`config.mk`:
```
export PLATFORM = sky130hd
export DESIGN_NAME = ahb_decoder_mux
export DESIGN_NICKNAME = d
export VERILOG_FILES = /design/src/rtl/ahb_decoder_mux.sv
export SDC_FILE = /design/constraint.sdc
export NUM_CORES = 1
export LEC_CHECK = 0
export CAP_MARGIN = 15
export CORE_AREA = 2 2 185 187
export DETAILED_ROUTE_END_ITERATION = 10
export DIE_AREA = 0 0 187 189
export PLACE_DENSITY_LB_ADDON = 0.05
export SLEW_MARGIN = 20
export SYNTH_ARGS = -nofsm -noshare
export SYNTH_HDL_FRONTEND = slang
export SYNTH_SLANG_ARGS = --single-unit
```
`constraint.sdc`:
```
create_clock -name HCLK -period 6.4 [get_ports HCLK]
set_input_delay 1.6 -clock HCLK [delete_from_list [all_inputs] [get_ports HCLK]]
set_output_delay 1.6 -clock HCLK [all_outputs]
set_load 0.01 [all_outputs]
```
`src/rtl/ahb_decoder_mux.sv`:
```
// AHB address decoder and response multiplexer with a built-in default slave that
// answers unmapped active transfers with a two-cycle ERROR and counts them.
module ahb_decoder_mux #(
  parameter int unsigned SLAVE_NUMBER = 11,
  parameter int unsigned ADDR_W       = 32,
  parameter int unsigned DATA_W       = 32,
  parameter logic [SLAVE_NUMBER*ADDR_W-1:0] SLAVE_LOW_ADDR = {
    32'd318, 32'd286, 32'd254, 32'd222, 32'd190, 32'd158,
    32'd126, 32'd94,  32'd63,  32'd32,  32'd0},
  parameter logic [SLAVE_NUMBER*ADDR_W-1:0] SLAVE_HIGH_ADDR = {
    32'd349, 32'd317, 32'd285, 32'd253, 32'd221, 32'd189,
    32'd157, 32'd125, 32'd93,  32'd62,  32'd31},
  parameter int unsigned ERR_CNT_W    = 8
) (
  input  logic                           HCLK,
  input  logic                           HRESET,
  input  logic [ADDR_W-1:0]              HADDR,
  input  logic [1:0]                     HTRANS,
  output logic [SLAVE_NUMBER-1:0]        HSEL,
  input  logic [SLAVE_NUMBER-1:0]        HREADYOUT_S,
  input  logic [2*SLAVE_NUMBER-1:0]      HRESP_S,
  input  logic [DATA_W*SLAVE_NUMBER-1:0] HRDATA_S,
  output logic                           HREADY,
  output logic [1:0]                     HRESP,
  output logic [DATA_W-1:0]              HRDATA,
  output logic [ERR_CNT_W-1:0]           ERR_COUNT
);

  localparam logic [1:0] RespOkay  = 2'd0;
  localparam logic [1:0] RespError = 2'd1;

  typedef enum logic [1:0] {DsIdle, DsErr1, DsErr2} ds_state_e;

  ds_state_e               ds_state_q, ds_state_d;
  logic [SLAVE_NUMBER-1:0] dp_sel_q;
  logic                    dp_def_q;
  logic                    dp_active_q;
  logic [ERR_CNT_W-1:0]    err_count_q;
  logic                    hit_any;
  logic                    active_miss;

  // Lowest-index match wins so HSEL stays one-hot even with overlapping ranges.
  always_comb begin
    HSEL    = '0;
    hit_any = 1'b0;
    for (int unsigned i = 0; i < SLAVE_NUMBER; i++) begin
      if (!hit_any &&
          HADDR >= SLAVE_LOW_ADDR[i*ADDR_W +: ADDR_W] &&
          HADDR <= SLAVE_HIGH_ADDR[i*ADDR_W +: ADDR_W]) begin
        HSEL[i] = 1'b1;
        hit_any = 1'b1;
      end
    end
  end

  assign active_miss = HTRANS[1] && !hit_any;

  always_comb begin
    HREADY = 1'b1;
    HRESP  = RespOkay;
    HRDATA = '0;
    for (int unsigned i = 0; i < SLAVE_NUMBER; i++) begin
      if (dp_sel_q[i]) begin
        HREADY = HREADYOUT_S[i];
        HRESP  = HRESP_S[2*i +: 2];
        HRDATA = HRDATA_S[DATA_W*i +: DATA_W];
      end
    end
    if (dp_def_q && dp_active_q) begin
      unique case (ds_state_q)
        DsErr1: begin
          HREADY = 1'b0;
          HRESP  = RespError;
        end
        DsErr2: begin
          HREADY = 1'b1;
          HRESP  = RespError;
        end
        default: ;
      endcase
    end
  end

  // A new active miss can only be accepted while HREADY is high (IDLE or ERR2).
  always_comb begin
    ds_state_d = DsIdle;
    if (HREADY && active_miss) begin
      ds_state_d = DsErr1;
    end else if (ds_state_q == DsErr1) begin
      ds_state_d = DsErr2;
    end
  end

  always_ff @(posedge HCLK) begin
    if (HRESET) begin
      ds_state_q  <= DsIdle;
      dp_sel_q    <= '0;
      dp_def_q    <= 1'b1;
      dp_active_q <= 1'b0;
      err_count_q <= '0;
    end else begin
      ds_state_q <= ds_state_d;
      if (HREADY) begin
        dp_sel_q    <= HSEL;
        dp_def_q    <= !hit_any;
        dp_active_q <= HTRANS[1];
      end
      if (ds_state_d == DsErr1 && err_count_q != '1) begin
        err_count_q <= err_count_q + ERR_CNT_W'(1);
      end
    end
  end

  assign ERR_COUNT = err_count_q;

endmodule
```
==> impl_results.md <==
- Status: completed
- WHS Path Cells: 1
- Vias per inst: 4.656
- Setup bufs post-CTS: 0
- Reg2Reg Setup Slack: ~3300 ps
- Prevailing post-synth register cell: dfxtp_1
- Comb power frac: 51.0%
- Routed length per instance: approximately 26 µm
- First-pass GRT wire length: approximately 54000 µm
- Synthesized netlist cell count: about 600
- Register area share after synthesis: between 10% and 20%
- Peak supply drop: 0.06684 mV
- DRC errors left: 0
- Most frequent cells in the layout: 473 x clkdlybuf4s50_1, 70 x a221oi_1, 47 x a21oi_1
- Least-Margin Pin Slew: between 1000 and 1500 ps
- Sw Pwr: 116.8 µW
- Synth Register Bits: 23
- Hold Fails Final Rpt: 0
- Worst Skew: around 2.9 ps
- Layout cell share with drive strength beyond 1: 4.220%
- Critical-path maximum fanout: 6
- Worst Reg2Reg Path Length in Cells: 7
- Vias in the first global route: 7016
- Final setup fails: 0
- Reg-to-Reg End: ERR_COUNT[7]
- Clock latency on the worst-skew pair: between 200 and 300 ps
- Synthesized net count: between 1000 and 1500
- Io pins: 475
- Tmin final: 5576 ps
- HPWL Detailed: just over 30000 µm
- Startpoint Class: input pin
- Total wire length: 38760 µm
- Clock transition at the registers of the reported paths: 60 ps
- TritonCTS clock tree: done
- Max Cap Viol: 0
- Num rows: 67
- Setup CP Type: in -> out
- Post-CTS resize count: 0
- Initial antenna violation count: 12
- I/O Buffers: 473
- Power Internal: around 470 µW
- DP Worst Slack: 673.9 ps
- H-tree levels: 1
- P_leak: 2.997 nW
- Grt total ovfl: 0
- RSZ-0062 raised after global routing: false
- Area Growth Syn to Fin: 125.8%
- Effective utilization at floorplan: 12.61%
- DRT iter0 DRCs: 297
- Max-slew violations: 0
- Worst min path class: reg -> reg
- Hold path start: dp_def_q
- Largest net degree at the start of global routing: 50
- Yosys synthesis warning count: 0
- Mean Syn Cell Area: 7.018 µm²
- Full die area: 35340 µm²
- Cell variety after synth: 47
- Switching share of power: 19.99%
- Die H: between 150 and 200 µm
- Clk buf depth: 2
- Crit path DAT: 3980 ps
- Post-route ant nets: 0
- Total track usage: 20.72%
- Post-synth EDFFs: 0
- Async SR Flop Fraction: 0%
- Reg-to-Reg Start: dp_sel_q[3]
- Multi-input logic area: 3441 µm²
- Mapped Area: 4197 µm²
- GPL Wtd Cong: 0.8503
- Setup total negative slack: 0 ps
- Post-cts hold buffer count: 0
- Power per cell area: around 62 nW/µm²
- Sequential share of power: 25.4%
- CTS root buf: clkbuf_16
- Fillers: around 3700
- WP data required: 4800 ps
- Sink Count: 23
- Setup ws final: slightly above 800 ps
- Placeable Area: 33280 µm²
- CP Capture Type: primary output
- Total CTS buffers: 3
- Drt first pass iters: 4
- Die Width: about 190 µm
- Highest Clock Rate: 179.4 MHz
- Sink of the worst hold path: dp_def_q
- Clk pwr share: 23.6%
- DR vias: a little under 7000
- Fin nets: 1444
- Final instance area: between 9000 and 10000 µm²
- Register area: 469.2 µm²
- Area post-placement: ~9400 µm²
- Most common cell after layout, fill and taps aside: clkdlybuf4s50_1
- Hold Slack: 471.4 ps
- Rel. slew slack: about a quarter
- Final period utilization: 87.12%
metal layers:
layer | vias up | GRT usage, % | wire length (µm)
li1 | 3286 | - | -
met1 | 3257 | 25.86 | 16340
met2 | 300 | 36.36 | 19470
met3 | 28 | 4.430 | 2335
met4 | 6 | 4.792 | 571
met5 | - | 0 | 44
cell usage after synthesis, types with 3 or more instances:
cell        n  share of area, %
ha_1        3              0.89
o2111ai_1  36               7.5
nand2_1    45               4.0
nand4_1     3              0.45
buf_1       5              0.45
dfxtp_1    23                11
a221o_1    32               7.6
a221oi_1   70                15
o21ai_0    35               4.2
nand2b_1   40               6.0
and3_1      4              0.60
o211ai_1    3              0.54
nand3_1     6              0.72
mux2_2      6               1.6
a21oi_1    47               5.6
and4_1      3              0.63
clkbuf_1   63               5.6
inv_1      12               1.1
nor3_1      5              0.60
nor2b_1    47               7.0
nor2_1     27               2.4
mux2i_1    10               2.4
o311ai_0   33               6.9
nor4_1     10               1.5
power groups by stage:
stage                     sequential, mW  clock, mW  combinational [mW]
final                              0.148      0.138               0.298
after global routing               0.149      0.150               0.315
after CTS                          0.148      0.144               0.298
after detailed placement           0.152          0               0.295
after global placement             0.152          0               0.294
after floorplan                    0.151          0              0.0241
stage by stage:
step | util (%) | power, mW | std cells
final | 28.47 | 0.5841 | 1477
after global routing | 28.44 | 0.6139 | 1474
after CTS | 28.39 | 0.5907 | 1467
after detailed placement | 28.16 | 0.4469 | 1463
after global placement | 28.16 | 0.4454 | 1463
after floorplan | - | 0.1756 | 598
worst max-delay path: stages:
cell             delay [ps]
clkdlybuf4s50_1         400
nor4_1                  350
nand4_1                 180
or2_2                   400
nor4b_1                 310
buf_4                   190
clkdlybuf4s50_1         540
worst max-delay path by stage:
| stage | from | endpoint | slack [ps] |
|---|---|---|---|
| after floorplan | HADDR[20] | HSEL[10] | 1870 |
| after global placement | HRDATA_S[36] | HRDATA[4] | 660 |
| after detailed placement | HRDATA_S[36] | HRDATA[4] | 670 |
| after CTS | HRDATA_S[4] | HRDATA[4] | 670 |
| after global routing | HRDATA_S[4] | HRDATA[4] | 630 |
| final | HADDR[14] | HSEL[10] | 820 |
kinds of logic after synthesis:
family | synth area share, %
xor+xnor | 0.2087
buf+inv | 8.050
simple gates | 26.24
fa+ha+maj | 0.8945
flops | 10.97
mux | 3.995
compound gates | 49.64
flip-flops by register name, summed over array words and instances, names as in the netlist:
register,flops
ERR_COUNT,8
dp_active_q,1
dp_def_q,1
dp_sel_q,11
ds_state_q,2
final cells by class:
type / count / share of cell area (%)
flip-flops and latches: 23 / 4.952
repair buffers: 489 / 51.24
inverters: 12 / 0.4754
well taps: 448 / 5.917
clock buffers: 4 / 0.8320
diodes: 10 / 0.2641
multi-input cells: 491 / 36.32
(Power assumes the default switching activity.)
